$ cat src/rtl/imem_boot_loader_pkg.sv
// Shared constants and state encoding for the instruction-memory boot loader.
package imem_boot_loader_pkg;

  localparam logic [31:0] NopInstr = 32'h0000_0013;

  typedef enum logic [1:0] {
    ImemClear = 2'b00,
    ImemLoad  = 2'b01,
    ImemRun   = 2'b10
  } imem_state_e;

endpackage

$ cat src/rtl/imem_boot_loader_array.sv
// Instruction storage: one synchronous write port, one asynchronous read port.
module imem_boot_loader_array #(
  parameter int unsigned DEPTH_LOG2 = 6
) (
  input  logic                  clk_i,
  input  logic                  we_i,
  input  logic [DEPTH_LOG2-1:0] waddr_i,
  input  logic [31:0]           wdata_i,
  input  logic [DEPTH_LOG2-1:0] raddr_i,
  output logic [31:0]           rdata_o
);

  logic [31:0] mem_q [2**DEPTH_LOG2];

  // No reset: the loader's CLEAR phase initialises every word.
  always_ff @(posedge clk_i) begin
    if (we_i) begin
      mem_q[waddr_i] <= wdata_i;
    end
  end

  assign rdata_o = mem_q[raddr_i];

endmodule

$ cat src/rtl/imem_boot_loader.sv
// Instruction-side responder: clears storage, loads a program over valid/ready
// while holding the CPU in reset, then serves zero-latency fetches.
module imem_boot_loader
  import imem_boot_loader_pkg::*;
#(
  parameter int unsigned DEPTH_LOG2 = 6,
  parameter logic [31:0] NOP_INSTR  = NopInstr
) (
  input  logic                  clk_i,
  input  logic                  rst_ni,
  input  logic                  ld_valid_i,
  output logic                  ld_ready_o,
  input  logic [31:0]           ld_data_i,
  input  logic                  ld_last_i,
  input  logic                  ld_restart_i,
  input  logic [31:0]           pc_i,
  output logic [31:0]           instr_o,
  output logic                  cpu_rst_o,
  output logic                  load_done_o,
  output logic [DEPTH_LOG2:0]   load_count_o,
  output logic                  err_overflow_o
);

  localparam logic [DEPTH_LOG2-1:0] MaxAddr  = {DEPTH_LOG2{1'b1}};
  localparam logic [DEPTH_LOG2:0]   DepthCnt = {1'b1, {DEPTH_LOG2{1'b0}}};

  imem_state_e             state_q, state_d;
  logic [DEPTH_LOG2-1:0]   clear_ptr_q, clear_ptr_d;
  logic [DEPTH_LOG2:0]     wr_ptr_q, wr_ptr_d;
  logic [DEPTH_LOG2:0]     load_count_q, load_count_d;
  logic                    err_q, err_d;
  logic                    cpu_rst_q;

  logic                    mem_we;
  logic [DEPTH_LOG2-1:0]   mem_waddr;
  logic [31:0]             mem_wdata;
  logic [31:0]             mem_rdata;
  logic                    xfer;
  logic                    pc_in_range;
  logic                    unused_pc;

  assign ld_ready_o = (state_q == ImemLoad);
  assign xfer       = ld_valid_i & ld_ready_o;

  always_comb begin
    state_d      = state_q;
    clear_ptr_d  = clear_ptr_q;
    wr_ptr_d     = wr_ptr_q;
    load_count_d = load_count_q;
    err_d        = err_q;
    mem_we       = 1'b0;
    mem_waddr    = '0;
    mem_wdata    = NOP_INSTR;
    case (state_q)
      ImemClear: begin
        mem_we       = 1'b1;
        mem_waddr    = clear_ptr_q;
        mem_wdata    = NOP_INSTR;
        clear_ptr_d  = clear_ptr_q + DEPTH_LOG2'(1);
        wr_ptr_d     = '0;
        load_count_d = '0;
        if (clear_ptr_q == MaxAddr) begin
          state_d = ImemLoad;
        end
      end
      ImemLoad: begin
        if (xfer) begin
          // Words beyond capacity are dropped; the count stays saturated.
          if (wr_ptr_q < DepthCnt) begin
            mem_we       = 1'b1;
            mem_waddr    = wr_ptr_q[DEPTH_LOG2-1:0];
            mem_wdata    = ld_data_i;
            wr_ptr_d     = wr_ptr_q + (DEPTH_LOG2 + 1)'(1);
            load_count_d = load_count_q + (DEPTH_LOG2 + 1)'(1);
          end else begin
            err_d = 1'b1;
          end
          if (ld_last_i) begin
            state_d = ImemRun;
          end
        end
      end
      ImemRun: begin
        if (ld_restart_i) begin
          state_d      = ImemClear;
          clear_ptr_d  = '0;
          wr_ptr_d     = '0;
          load_count_d = '0;
          err_d        = 1'b0;
        end
      end
      default: begin
        state_d      = ImemClear;
        clear_ptr_d  = '0;
        wr_ptr_d     = '0;
        load_count_d = '0;
        err_d        = 1'b0;
      end
    endcase
  end

  always_ff @(posedge clk_i or negedge rst_ni) begin
    if (!rst_ni) begin
      state_q      <= ImemClear;
      clear_ptr_q  <= '0;
      wr_ptr_q     <= '0;
      load_count_q <= '0;
      err_q        <= 1'b0;
      cpu_rst_q    <= 1'b1;
    end else begin
      state_q      <= state_d;
      clear_ptr_q  <= clear_ptr_d;
      wr_ptr_q     <= wr_ptr_d;
      load_count_q <= load_count_d;
      err_q        <= err_d;
      // Released on the same edge that enters RUN, so the CPU fetches PC 0 next.
      cpu_rst_q    <= (state_d != ImemRun);
    end
  end

  imem_boot_loader_array #(
    .DEPTH_LOG2(DEPTH_LOG2)
  ) u_array (
    .clk_i  (clk_i),
    .we_i   (mem_we),
    .waddr_i(mem_waddr),
    .wdata_i(mem_wdata),
    .raddr_i(pc_i[DEPTH_LOG2+1:2]),
    .rdata_o(mem_rdata)
  );

  assign pc_in_range = ~|pc_i[31:DEPTH_LOG2+2];
  assign unused_pc   = ^pc_i[1:0];

  assign instr_o        = ((state_q == ImemRun) && pc_in_range) ? mem_rdata : NOP_INSTR;
  assign cpu_rst_o      = cpu_rst_q;
  assign load_done_o    = (state_q == ImemRun);
  assign load_count_o   = load_count_q;
  assign err_overflow_o = err_q;

endmodule

$ cat config.mk
export PLATFORM = sky130hd
export DESIGN_NAME = imem_boot_loader
export DESIGN_NICKNAME = d
export VERILOG_FILES = /design/src/rtl/imem_boot_loader_pkg.sv /design/src/rtl/imem_boot_loader_array.sv /design/src/rtl/imem_boot_loader.sv
export SDC_FILE = /design/constraint.sdc
export NUM_CORES = 2
export LEC_CHECK = 0
export CAP_MARGIN = 5
export CORE_UTILIZATION = 40
export CTS_BUF_LIST = sky130_fd_sc_hd__clkbuf_2
export CTS_CLUSTER_SIZE = 30
export DETAILED_ROUTE_END_ITERATION = 10
export PLACE_DENSITY = 0.61
export SLEW_MARGIN = 30
export SYNTH_ARGS = -nofsm -noshare
export SYNTH_HDL_FRONTEND = slang
export SYNTH_SLANG_ARGS = --single-unit
$ cat constraint.sdc
create_clock -name clk_i -period 5 [get_ports clk_i]
set_input_delay 0.75 -clock clk_i [delete_from_list [all_inputs] [get_ports clk_i]]
set_output_delay 0.75 -clock clk_i [all_outputs]
set_load 0.05 [all_outputs]
# Word level (Yosys, flattened, before mapping)
# Memory sizes are Yosys's and may differ from the RTL's.
# Index checks and enable logic that the tools add are counted.
[totals]
register_bits = 24
ramBits = 2048
in_bits = 69
out_inout_bits = 43
elab_cells = 59
n_memories = 1
[classes]
addsub = 3
n_lt_le_gt_ge = 1
n_eq_ne = 8
muxes = 30
bitwise = 3
n_reduce_logical = 7
[mem_list]
columns = ["name", "depth", "word_bits", "rd", "rd_ports_with_merged_regs", "wr", "line", "rtl"]
rows = [
  ["u_array.mem_q", 64, 32, 1, 0, 1, "imem_boot_loader_array.sv:13", "logic [31:0] mem_q [2**DEPTH_LOG2];"],
]
[op_table]
columns = ["cell", "n"]
rows = [
  ["2-to-1 mux 32 bit", 4],
  ["2-to-1 mux 7 bit", 5],
  ["one-hot mux 7 bit (2 select lines)", 2],
  ["OR reduction 24 bit", 1],
  ["2-to-1 mux 6 bit", 3],
  ["one-hot mux 6 bit (3 select lines)", 1],
  ["adder 7 x 1 -> 7 bit, second input constant", 2],
  ["one-hot mux 6 bit (2 select lines)", 1],
  ["2-to-1 mux 2 bit", 4],
  ["< comparator 7 bit, second input constant", 1],
  ["2-to-1 mux 1 bit", 7],
  ["adder 6 x 1 -> 6 bit, second input constant", 1],
  ["equality test 6 bit, second input constant", 1],
  ["!= test 2 bit, second input constant", 3],
  ["one-hot mux 2 bit (3 select lines)", 1],
  ["!= test 2 x 1 -> 1 bit, second input constant", 2],
  ["AND reduction 4 bit", 1],
  ["one-hot mux 1 bit (3 select lines)", 1],
  ["AND reduction 3 bit", 1],
  ["equality test 2 x 1 -> 1 bit, second input constant", 1],
  ["equality test 2 bit, second input constant", 1],
  ["zero test 2 bit", 1],
  ["NOT 1 bit", 2],
  ["one-hot mux 1 bit (2 select lines)", 1],
  ["other kinds (4)", 4],
]

# Logic depth before layout (Yosys ltp)
[logic_depth]
ltp_word = 6
mapped_depth = 10
mapped_depth_nobuf = 5

# Modules after synthesis
# A second synthesis with hierarchy kept.
[unflattened]
hier_cells = 3504
hier_area_um2 = 79628.9
[by_module_without_submodules]
columns = ["mod", "instances", "cells_each", "area_per_inst_um2"]
rows = [
  ["imem_boot_loader_array", 1, 3292, 77874.7],
  ["imem_boot_loader", 1, 212, 1754.2],
]

# Least setup slack after synthesis
# Ideal clock, no wire load.
[synth_path]
kind = "input to output"
start = "in pc_i[4]"
end = "out instr_o[21]"
arrival_time_ns = 3.752
path_slack_ns = 0.498
path_stages = 8
n_path_buf = 3
cell_sequence = "buf_2 > buf_2 > clkbuf_1 > mux4_2 > mux2i_1 > nor2_1 > a21oi_1 > o311ai_0"
[synth_between]
elab_chain_len = 2
[synth_lines]
columns = ["item", "line", "rtl"]
rows = [
  ["from (decl)", "imem_boot_loader.sv:16", "input logic [31:0] pc_i,"],
  ["memory read (64 x 32 bit)", "-", ""],
  ["2-to-1 mux 32 bit", "imem_boot_loader.sv:135", "assign instr_o = ((state_q == ImemRun) && pc_in_range) ? mem_rdata : NOP_INSTR;"],
  ["to (decl)", "imem_boot_loader.sv:17", "output logic [31:0] instr_o,"],
]
# Every way passes these cells.

# Worst setup path after layout
[layout_path]
start = "mem u_array.mem_q[43][23]"
end = "out instr_o[23]"
[layout_between]
elab_chain_len = 2
[layout_lines]
columns = ["item", "line"]
rows = [
  ["from (decl)", "imem_boot_loader_array.sv:13"],
  ["memory read (64 x 32 bit)", "-"],
  ["2-to-1 mux 32 bit", "imem_boot_loader.sv:135"],
]
# Every way passes these cells.

==> impl_metrics.yaml <==
global_routing:
  met1_usage_pct: 27.1
  grt_max_degree: 65
  use_met2_pct: 35.2
  grt_pass1_wl_um: 304000
  grt-ovfl-total: 0
  grt.total_usage_pct: 21.3
  grt_pass1_vias: 42141
  antenna_found_initial: 7
  busiest_layer: "met2"
  grtUsageMet3_pct: 5.28
synthesis:
  synthMuxAreaShare_pct: 17.0
  ys_seq_area_share_pct: 77.3
  synth_flop_cell: "edfxtp_1"
  synth-seq-cells: 2072
  syn-instance-count: 3581
  synth_nets: 3653
  synth_top_family_by_area: "multiplexers"
  ys.warnings.count: 0
  synth.avg_cell_area_um2: 22.4
  synth-edff-count: 2048
  async_reset_ff_share_pct: 1.16
  synth-adder-area-share_pct: 0.0467
  synthesis.area_um2: 80400
  synth-xor-area-share_pct: 0.120
  synth-compound-area-share_pct: 1.75
  yosys.area_share.simple_pct: 2.34
  netlist-cell-type-count: 66
status:
  status: "complete, no violations"
timing:
  slew_headroom_pct: 18.6
  max_slew.worst_pin.slew_ns: 1.22
  fin_crit_sh_pct: 95.8
  hold_viol: 0
  drv_slew: 0
  rsz0062_at_grt: "yes"
  clock_skew_ns: 0.0995
  timing.fmax_mhz: 209
  setup_viol: 0
  finalCriticalPeriod_ns: 4.79
  worst_slack_ns: 0.211
cts:
  clk-insertion-delay-late_ns: 1.73
  cts.sinks: 2072
  cts-buffers-inserted: 539
  clock_path_buffers: 4
  root_buffer: "clkbuf_2"
  cts_tree: "yes"
  h-tree-depth: 6
  clk_pin_slew_ns: 0.11
setup_path:
  ff2ff_path_depth: 6
  worstPathCellList: "mux4_2 -> mux4_2 -> o21ai_1 -> a21oi_2 -> buf_4"
  r2r_start: "state_q[0]$_DFF_PN0_"
  crit_start: "u_array.mem_q[43][23]$_DFFE_PP_"
  cp_max_fo: 1
  path_buf_inv: 1
  crit_path_frequent_cell: "mux4_2"
  cp_slowest_cell: "mux4_2"
  crit_arrival_ns: 4.04
  critPathTopFamily: "multiplexers"
  cp_slowest_stage_delay_ns: 0.53
  ff2ff_setup_slack_ns: 1.31
  rr_endpoint: "u_array.mem_q[49][6]$_DFFE_PP_"
  crit_end: "instr_o[23]"
  worstSetupStartpointType: "flop"
  crit_path_end_kind: "output pin"
  path_depth: 5
  crit_type: "flop to output pin"
  required_ns: 4.25
detailed_routing:
  drt_iter0_markers: 4201
  wl_per_cell_um: 29.7
  drc: 0
  viasPerCell: 5.62
  wirelength_um: 217000
  vias: 40996
  dr.pass1.iters: 5
  postRouteAntennaNets: 0
final_layout:
  nNetsFinal: 4384
  layout-drive-gt1-share_pct: 38.2
  synthToLayoutAreaGrowth_pct: 14.8
  fillers: 16815
  final_common_cell: "edfxtp_1"
  final_cells: 7301
  layout_common_cells: "edfxtp_1 (2048), clkbuf_2 (747), mux4_2 (533)"
place:
  dpl.hpwl_um: 119000
  dp_cells: 6389
  preCtsSetupSlack_ns: 0.231
  routabilityCongestion: 0.771
  portBuffers: 109
die:
  dieHeight_um: 450
  die_x_um: 450
  rows: 164
  fp.dieArea_um2: 203000
  initial_core_util_pct: 40.3
  core_area_um2: 200000
  io_pins: 112
pwr:
  power_density_nw_per_um2: 382
  ir_worst_vdd_mv: 0.237
  leakage_nw: 29.7
worst_hold_path:
  worstHoldStart: "ld_data_i[25]"
  hold_path.class: "input pin to flop"
run:
  maxCapViolations: 0
through the flow:
step | area, µm² | util [%] | TNS, ns | total power [W] | hold slack [ns]
floorplan | 80400 | - | 0 | 0.0227 | 0.454
global placement | 87000 | 43.6 | 0 | 0.0246 | 0.503
detailed placement | 87100 | 43.6 | 0 | 0.0247 | 0.515
CTS | 92100 | 46.1 | -0.394 | 0.0356 | 0.00321
global route | 92300 | 46.2 | -0.0547 | 0.0367 | -0.000599
finish | 92300 | 46.2 | 0 | 0.0353 | 0.133
power breakdown:
group / internal, W / leakage (nW) / switching, W / total (W)
clock: 0.00438 / 3.43 / 0.00652 / 0.0109
sequential: 0.0201 / 18.6 / 0.000233 / 0.0204
combinational: 0.00135 / 7.61 / 0.00266 / 0.00401
total: 0.0259 / 29.7 / 0.00942 / 0.0353
synth_stat cells, types with 17 or more instances:
library cell | count | share of area, %
mux2_2 | 24 | 0.34
o21ai_0 | 47 | 0.29
nor2_1 | 110 | 0.51
a21oi_1 | 38 | 0.24
buf_1 | 17 | 0.079
and2_1 | 31 | 0.24
dfrtp_1 | 23 | 0.72
nand2b_1 | 17 | 0.13
nand2_1 | 106 | 0.50
o22ai_1 | 19 | 0.15
buf_2 | 57 | 0.35
edfxtp_1 | 2048 | 77
mux4_2 | 531 | 15
nand3_1 | 49 | 0.31
clkbuf_1 | 54 | 0.25
mux2i_1 | 124 | 1.5
buf_4 | 47 | 0.44
buf_6 | 17 | 0.24
final cells by class:
| class | count | area, µm² | area share [%] |
|---|---|---|---|
| antenna | 6 | 15.0 | 0.0163 |
| inverter | 13 | 53.8 | 0.0583 |
| timing repair buffer | 383 | 4380 | 4.75 |
| clock inverter | 121 | 672 | 0.728 |
| sequential | 2072 | 62100 | 67.3 |
| multi-input combinational | 1303 | 18000 | 19.5 |
| tap | 2656 | 3320 | 3.60 |
| clock buffer | 747 | 3740 | 4.05 |
repair_timing:
item | CTS | global route
buffers inserted | 9 | 1
hold buffers | 23 | 4
gates cloned | 1 | 0
hold endpoints to repair | 864 | 189
pin swaps | 11 | 2
resized for setup | 61 | 10
setup endpoints to repair | 30 | 7
worst register-to-register path: stages, from the launching register on:
cell,delay [ns]
dfrtp_2,0.41
buf_4,0.18
nor4bb_4,0.49
a21oi_1,0.28
or4b_2,1.04
nor2_4,0.58
buf_12,0.29
metal layers:
layer	part of all wire [%]	vias to the layer above
met2	50	1818
met5	0	-
li1	-	16937
met1	39	21917
met3	8.2	324
met4	3.0	0
logic make-up (layout without fill, tap and decap cells):
group,after synthesis,count (layout)
flops,2072,2072
mux,687,687
simple gates,392,392
compound gates,210,210
buf+inv,206,1264
xor+xnor,11,11
fa+ha+maj,3,3
other cells,0,6
registers in the layout, summed over array words and instances, names as in the netlist:
register and cells:
u_array.mem_q 2048, load_count_o 7, wr_ptr_q 7, clear_ptr_q 6, state_q 2, cpu_rst_o 1
err_overflow_o 1
worst min path at each step:
stage,endpoint,depth (start not counted),slack [ns]
6_report,u_array.mem_q[57][25]$_DFFE_PP_,2,0.13
2_1_floorplan,clear_ptr_q[0]$_DFFE_PN0P_,0,0.45
5_1_grt,u_array.mem_q[60][25]$_DFFE_PP_,2,-0.0006
3_3_place_gp,err_overflow_o$_DFFE_PN0P_,2,0.50
4_1_cts,err_overflow_o$_DFFE_PN0P_,5,0.003
3_5_place_dp,clear_ptr_q[0]$_DFFE_PN0P_,1,0.52
Note: power is estimated with default switching activity, not from simulation.
